<file path="src/rtl/alu_seq_if.sv">
// Request/response bundle for alu_seq: operands and opcode in, result and flags out,
// each direction under its own valid/ready handshake.
interface alu_seq_if #(
    parameter int WIDTH = 32
);
    logic             in_valid;
    logic             in_ready;
    logic [WIDTH-1:0] a;
    logic [WIDTH-1:0] b;
    logic [3:0]       aluop;
    logic             out_valid;
    logic             out_ready;
    logic [WIDTH-1:0] result;
    logic             zero;
    logic             illegal;

    modport master (
        output in_valid, a, b, aluop, out_ready,
        input  in_ready, out_valid, result, zero, illegal
    );

    modport slave (
        input  in_valid, a, b, aluop, out_ready,
        output in_ready, out_valid, result, zero, illegal
    );
endinterface

</file>
<file path="src/rtl/alu_seq.sv">
// Handshaked ALU with a registered result: single-cycle logic/arith/shift/compare ops plus
// bit-serial multiply (shift-add) and restoring unsigned divide taking WIDTH cycles.
module alu_seq #(
    parameter int WIDTH = 32
) (
    input  logic       clk,
    input  logic       rst_n,
    alu_seq_if.slave   bus
);
    localparam int SHW = $clog2(WIDTH);
    localparam int CW  = SHW + 1;
    localparam logic [WIDTH-1:0] ZERO_W = {WIDTH{1'b0}};

    typedef enum logic [1:0] {
        IDLE = 2'b00,
        BUSY = 2'b01,
        DONE = 2'b10
    } state_t;

    state_t           state_q, state_d;
    logic [CW-1:0]    cnt_q, cnt_d;
    logic [WIDTH-1:0] hi_q, hi_d;
    logic [WIDTH-1:0] lo_q, lo_d;
    logic [WIDTH-1:0] opnd_q, opnd_d;
    logic [1:0]       op_q, op_d;
    logic [WIDTH-1:0] result_q, result_d;
    logic             zero_q, zero_d;
    logic             illegal_q, illegal_d;

    logic             in_ready_s;
    logic             accept_s;
    logic [WIDTH:0]   mul_add_s;
    logic [WIDTH:0]   div_shift_s;
    logic [WIDTH:0]   div_sub_s;
    logic             div_ge_s;
    logic [WIDTH-1:0] step_hi_s;
    logic [WIDTH-1:0] step_lo_s;
    logic [WIDTH-1:0] alu_res_s;

    function automatic logic [WIDTH-1:0] alu_fn(input logic [3:0]       op,
                                                input logic [WIDTH-1:0] x,
                                                input logic [WIDTH-1:0] y);
        logic [SHW-1:0] sh;
        sh = y[SHW-1:0];
        case (op)
            4'b0000: alu_fn = x + y;
            4'b0010: alu_fn = x - y;
            4'b0100: alu_fn = x & y;
            4'b0101: alu_fn = x | y;
            4'b0110: alu_fn = x ^ y;
            4'b0111: alu_fn = ~(x | y);
            4'b1010: alu_fn = {{(WIDTH-1){1'b0}}, ($signed(x) < $signed(y))};
            4'b1000: alu_fn = {{(WIDTH-1){1'b0}}, (x < y)};
            4'b0001: alu_fn = x << sh;
            4'b0011: alu_fn = x >> sh;
            4'b1011: alu_fn = $signed(x) >>> sh;
            default: alu_fn = ZERO_W;
        endcase
    endfunction

    assign in_ready_s = rst_n & ((state_q == IDLE) | ((state_q == DONE) & bus.out_ready));
    assign accept_s   = bus.in_valid & in_ready_s;
    assign alu_res_s  = alu_fn(bus.aluop, bus.a, bus.b);

    // hi/lo hold {partial product, multiplier} for MUL and {remainder, quotient} for DIV
    assign mul_add_s   = lo_q[0] ? ({1'b0, hi_q} + {1'b0, opnd_q}) : {1'b0, hi_q};
    assign div_shift_s = {hi_q, lo_q[WIDTH-1]};
    assign div_ge_s    = (div_shift_s >= {1'b0, opnd_q});
    assign div_sub_s   = div_shift_s - {1'b0, opnd_q};
    assign step_hi_s   = op_q[1] ? (div_ge_s ? div_sub_s[WIDTH-1:0] : div_shift_s[WIDTH-1:0])
                                 : mul_add_s[WIDTH:1];
    assign step_lo_s   = op_q[1] ? {lo_q[WIDTH-2:0], div_ge_s}
                                 : {mul_add_s[0], lo_q[WIDTH-1:1]};

    // Next-state, iteration and result-register update
    always_comb begin
        state_d   = state_q;
        cnt_d     = cnt_q;
        hi_d      = hi_q;
        lo_d      = lo_q;
        opnd_d    = opnd_q;
        op_d      = op_q;
        result_d  = result_q;
        zero_d    = zero_q;
        illegal_d = illegal_q;

        case (state_q)
            BUSY: begin
                cnt_d = cnt_q - CW'(1);
                hi_d  = step_hi_s;
                lo_d  = step_lo_s;
                if (cnt_q == CW'(1)) begin
                    state_d   = DONE;
                    result_d  = op_q[0] ? step_hi_s : step_lo_s;
                    zero_d    = ((op_q[0] ? step_hi_s : step_lo_s) == ZERO_W);
                    illegal_d = 1'b0;
                end else begin
                    state_d = BUSY;
                end
            end
            DONE: begin
                if (bus.out_ready && !bus.in_valid) begin
                    state_d = IDLE;
                end else begin
                    state_d = DONE;
                end
            end
            IDLE: begin
                state_d = IDLE;
            end
            default: begin
                state_d = IDLE;
            end
        endcase

        if (accept_s) begin
            if (bus.aluop[3:2] == 2'b11) begin
                state_d = BUSY;
                cnt_d   = CW'(WIDTH);
                op_d    = bus.aluop[1:0];
                hi_d    = ZERO_W;
                lo_d    = bus.aluop[1] ? bus.a : bus.b;
                opnd_d  = bus.aluop[1] ? bus.b : bus.a;
            end else begin
                state_d   = DONE;
                result_d  = alu_res_s;
                zero_d    = (alu_res_s == ZERO_W);
                illegal_d = (bus.aluop == 4'b1001);
            end
        end else begin
            op_d = op_d;
        end
    end

    // State and datapath registers with synchronous active-low reset
    always_ff @(posedge clk) begin
        if (!rst_n) begin
            state_q   <= IDLE;
            cnt_q     <= {CW{1'b0}};
            hi_q      <= ZERO_W;
            lo_q      <= ZERO_W;
            opnd_q    <= ZERO_W;
            op_q      <= 2'b00;
            result_q  <= ZERO_W;
            zero_q    <= 1'b0;
            illegal_q <= 1'b0;
        end else begin
            state_q   <= state_d;
            cnt_q     <= cnt_d;
            hi_q      <= hi_d;
            lo_q      <= lo_d;
            opnd_q    <= opnd_d;
            op_q      <= op_d;
            result_q  <= result_d;
            zero_q    <= zero_d;
            illegal_q <= illegal_d;
        end
    end

    assign bus.in_ready  = in_ready_s;
    assign bus.out_valid = (state_q == DONE);
    assign bus.result    = result_q;
    assign bus.zero      = zero_q;
    assign bus.illegal   = illegal_q;
endmodule
</file>
<file path="src/flat_wrapper.sv">
// flat-port wrapper written by rule: the top's interface ports become plain ports
module alu_seq_flat 
#(
    parameter int WIDTH = 32
)
  (clk, rst_n, bus_in_valid, bus_a, bus_b, bus_aluop, bus_out_ready, bus_in_ready, bus_out_valid, bus_result, bus_zero, bus_illegal);
  alu_seq_if #(.WIDTH(WIDTH)) bus_i ();
  input  logic clk;
  input  logic rst_n;
  input wire logic [$bits(bus_i.in_valid)-1:0] bus_in_valid;
  input wire logic [$bits(bus_i.a)-1:0] bus_a;
  input wire logic [$bits(bus_i.b)-1:0] bus_b;
  input wire logic [$bits(bus_i.aluop)-1:0] bus_aluop;
  input wire logic [$bits(bus_i.out_ready)-1:0] bus_out_ready;
  output wire logic [$bits(bus_i.in_ready)-1:0] bus_in_ready;
  output wire logic [$bits(bus_i.out_valid)-1:0] bus_out_valid;
  output wire logic [$bits(bus_i.result)-1:0] bus_result;
  output wire logic [$bits(bus_i.zero)-1:0] bus_zero;
  output wire logic [$bits(bus_i.illegal)-1:0] bus_illegal;
  assign bus_i.in_valid = bus_in_valid;
  assign bus_i.a = bus_a;
  assign bus_i.b = bus_b;
  assign bus_i.aluop = bus_aluop;
  assign bus_i.out_ready = bus_out_ready;
  assign bus_in_ready = bus_i.in_ready;
  assign bus_out_valid = bus_i.out_valid;
  assign bus_result = bus_i.result;
  assign bus_zero = bus_i.zero;
  assign bus_illegal = bus_i.illegal;
  alu_seq #(.WIDTH(WIDTH)) u_core (.clk(clk), .rst_n(rst_n), .bus(bus_i));
endmodule
</file>
<file path="config.mk">
export PLATFORM = sky130hd
export DESIGN_NAME = alu_seq_flat
export DESIGN_NICKNAME = d
export VERILOG_FILES = /design/src/rtl/alu_seq_if.sv /design/src/rtl/alu_seq.sv /design/src/flat_wrapper.sv
export SDC_FILE = /design/constraint.sdc
export NUM_CORES = 1
export LEC_CHECK = 0
export ABC_AREA = 1
export CAP_MARGIN = 10
export CORE_ASPECT_RATIO = 0.9
export CORE_UTILIZATION = 41
export DETAILED_ROUTE_END_ITERATION = 12
export PLACE_DENSITY = 0.65
export REMOVE_ABC_BUFFERS = 1
export SYNTH_ARGS = -nofsm -noshare
export SYNTH_HDL_FRONTEND = slang
export SYNTH_SLANG_ARGS = --single-unit
export TNS_END_PERCENT = 20
</file>
<file path="constraint.sdc">
create_clock -name clk -period 3.95 [get_ports clk]
set_clock_uncertainty 0.15 [all_clocks]
set_input_delay 0.395 -clock clk [delete_from_list [all_inputs] [get_ports clk]]
set_output_delay 0.395 -clock clk [all_outputs]
set_load 0.005 [all_outputs]
</file>
==> run metrics <==
Seq pwr share=~23%; Die Y=223 um; CP Launch Type=flip-flop; core box area=~53000 sq um; Power Internal=about 0.0037 W; I/O pin total=108; Max clock buf depth=2; metal3 WL=about 9.2 mm; Sink Count=140; met2 WL=between 50 and 60 mm; full die area=55400 sq um; vias in the first global route=~27k; peak supply drop=~0.00032 V; # diodes=0; TritonRoute pass-1 iters=8; drt wl/cell=approximately 22 um; post-synthesis cell area=approximately 22000 sq um; Sw Pwr=0.00303 W; pin count of the biggest net entering global routing=96; post-layout util=between 40% and 50%; clk_lat worst skew=roughly 0.46 ns; DR top layer=met4; Initial DRC Count=3020; cells on worst reg2reg path=23; all-layer global routing usage=between 40 and 50%; RSZ-0062 raised after global routing=no; kind of critical path=reg2reg; effective utilization at floorplan=a little over two fifths; fin crit period=3.68 ns; number of synthesized flops with an enable pin=0; Synth top area share=between 10% and 20%; setup TNS=0 ns; H-Tree Depth=4; area grow syn2layout=18.2%; Port Buf Inserts=between 100 and 150; final wirelength=~110 mm; origin of the worst min-delay path=bus_aluop[1]; R2R Setup Slk=0.27 ns; Netlist cell types=64; nets@finish=4578; Detail Route Antenna Nets=0; initial antenna violation count=0; CTS buffer count=17; R2R Path End=u_core.bus.zero; Power Dens Cells=roughly 250 nW/um^2; reg2reg start=u_core.lo_q[31]; GRT overflow=0; Final Wtd Congestion=roughly 1.1; Die W=248 um; Synth area leaders=nand2_1, dfxtp_1, ha_1; critical path arrival=3.92 ns; Clock Power Share=26.2%; Synth area leader=nand2_1; # setup viols final=0; commonest cells in the synthesized netlist=nand2_1, inv_1, nand3_1, nor2_1, a21oi_1; share of layout cells above drive strength 1=under 10%; most numerous cell in the Yosys netlist=nand2_1; max-slew violations=0; CTS Hold Bufs=0; Hold Vio Cnt, Final=0; CTS root buf=clkbuf_16; run status=finished, final reports clean; M1 wire length=roughly 47 mm; Max-slew headroom=around a third; Ys Warns=0; Avg Inst Size Synth=5.45 sq um; Final period util=93.1%; register area share after synthesis=12.6%; Least-Margin Pin Slew=about 1 ns; Hold Path Class=in2reg; DR DRC count=0; Worst EP required=between 4 and 5 ns; CP Capture Type=flip-flop; Worst Hold End=u_core.op_q[1]; cell count after synthesis=slightly above 4k; row count=80; worst-path fanout max=4; f_max=approximately 270 MHz; max-cap viol count=0; Gate power share=between 50 and 60%; dpl hpwl=slightly above 90 mm; CTS tree=built; first-pass GRT wire length=approximately 170 mm; CTS clk-pin slew, worst paths=~0.070 ns; Synth async-reset ratio=0%; vias=~29k; Worst Hold Depth=3; switching share of power=45.2%; #FFs+latches synth=140; post-DR vias/cell=around 5.7; Leak=13.1 nW; Main synth FF type=dfxtp_1
per-layer routing:
layer,track usage [%],up-vias
met4,21.8,0
li1,-,14013
met2,64.4,1392
met5,0,-
met3,5.35,264
met1,52.8,13267
repair_timing:
action                     in CTS  in global routing
resized for setup               0                  2
setup buffers                   0                  0
setup endpoints to repair       0                  1
layout by cell type, fill, tap and decap left out, drive strengths merged, types with 69 or more instances in the layout:
master,n
clkdlybuf4s50,102
nand3,438
ha,173
buf,305
nor2,433
nand2,1157
inv,520
o21ai,253
o211ai,69
dfxtp,140
a21oi,324
metrics by stage:
stage | hold WS (ns) | instances | total power [W] | area, sq um | setup slack [ns]
after floorplan | 0.313 | 3903 | 0.00339 | 21500 | -2.72
after global placement | 0.329 | 5007 | 0.00488 | 25800 | -0.103
after detailed placement | 0.336 | 5007 | 0.00487 | 25800 | -0.0235
after CTS | 0.176 | 5039 | 0.00662 | 26400 | 0.268
after global routing | 0.206 | 5039 | 0.00705 | 26400 | 0.0220
final | 0.200 | 5039 | 0.00671 | 26400 | 0.274
power by group through the flow:
stage	combinational (W)	sequential, W	clock, W
after floorplan	0.00184	0.00154	0
after global placement	0.00333	0.00155	0
after detailed placement	0.00332	0.00155	0
after CTS	0.00333	0.00152	0.00177
after global routing	0.00370	0.00153	0.00182
final	0.00343	0.00152	0.00176
state kept, by name, summed over array words and instances, names as in the netlist:
register	cells
u_core.hi_q	32
u_core.bus.result	32
u_core.lo_q	32
u_core.bus.illegal	1
u_core.bus.zero	1
u_core.opnd_q	32
u_core.cnt_q	6
u_core.state_q	2
u_core.op_q	2
cell families after synthesis:
family	after synthesis	synth area share (%)
AND/OR/NAND/NOR	2203	41.7
AO/OA/AOI/OAI	819	21.2
buffers and inverters	718	12.6
adder cells (fa/ha/maj)	177	10.1
flip-flops	140	12.6
multiplexers	23	1.03
XOR/XNOR	20	0.784
worst max-delay path by stage:
stage,to,start,slack (ns),cells after the start
after floorplan,u_core.lo_q[9],rst_n,-2.72,8
after CTS,u_core.bus.zero,u_core.lo_q[31],0.27,23
after detailed placement,u_core.bus.zero,bus_a[10],-0.02,19
final,u_core.bus.zero,u_core.lo_q[31],0.27,23
after global placement,u_core.bus.zero,bus_b[7],-0.10,17
after global routing,u_core.bus.zero,u_core.lo_q[31],0.02,23
critical path: stages (launching register included):
cell     delay, ns
dfxtp_1       0.30
inv_1         0.21
ha_1          0.28
inv_1         0.12
fa_1          0.46
nand2_1       0.09
nand3_1       0.08
nand3_1       0.10
nand3_1       0.19
nand2_1       0.13
nand2_1       0.08
nand2_1       0.21
nand2_1       0.08
nand2_1       0.06
nand3_1       0.09
nand3_1       0.10
nand3_1       0.20
a21oi_1       0.19
nand2_1       0.06
nor2_1        0.10
nand2_1       0.06
nand2_1       0.06
nand2_1       0.07
a21oi_2       0.12
cell type report:
class | instances | area (sq um)
clock inverter | 13 | 190
clock buffer | 19 | 433
multi-input combinational | 3242 | 16700
sequential | 140 | 2810
timing repair buffer | 407 | 3400
fill | 5971 | 27000
inverter | 521 | 1960
tap | 697 | 872
(Power assumes the default switching activity.)
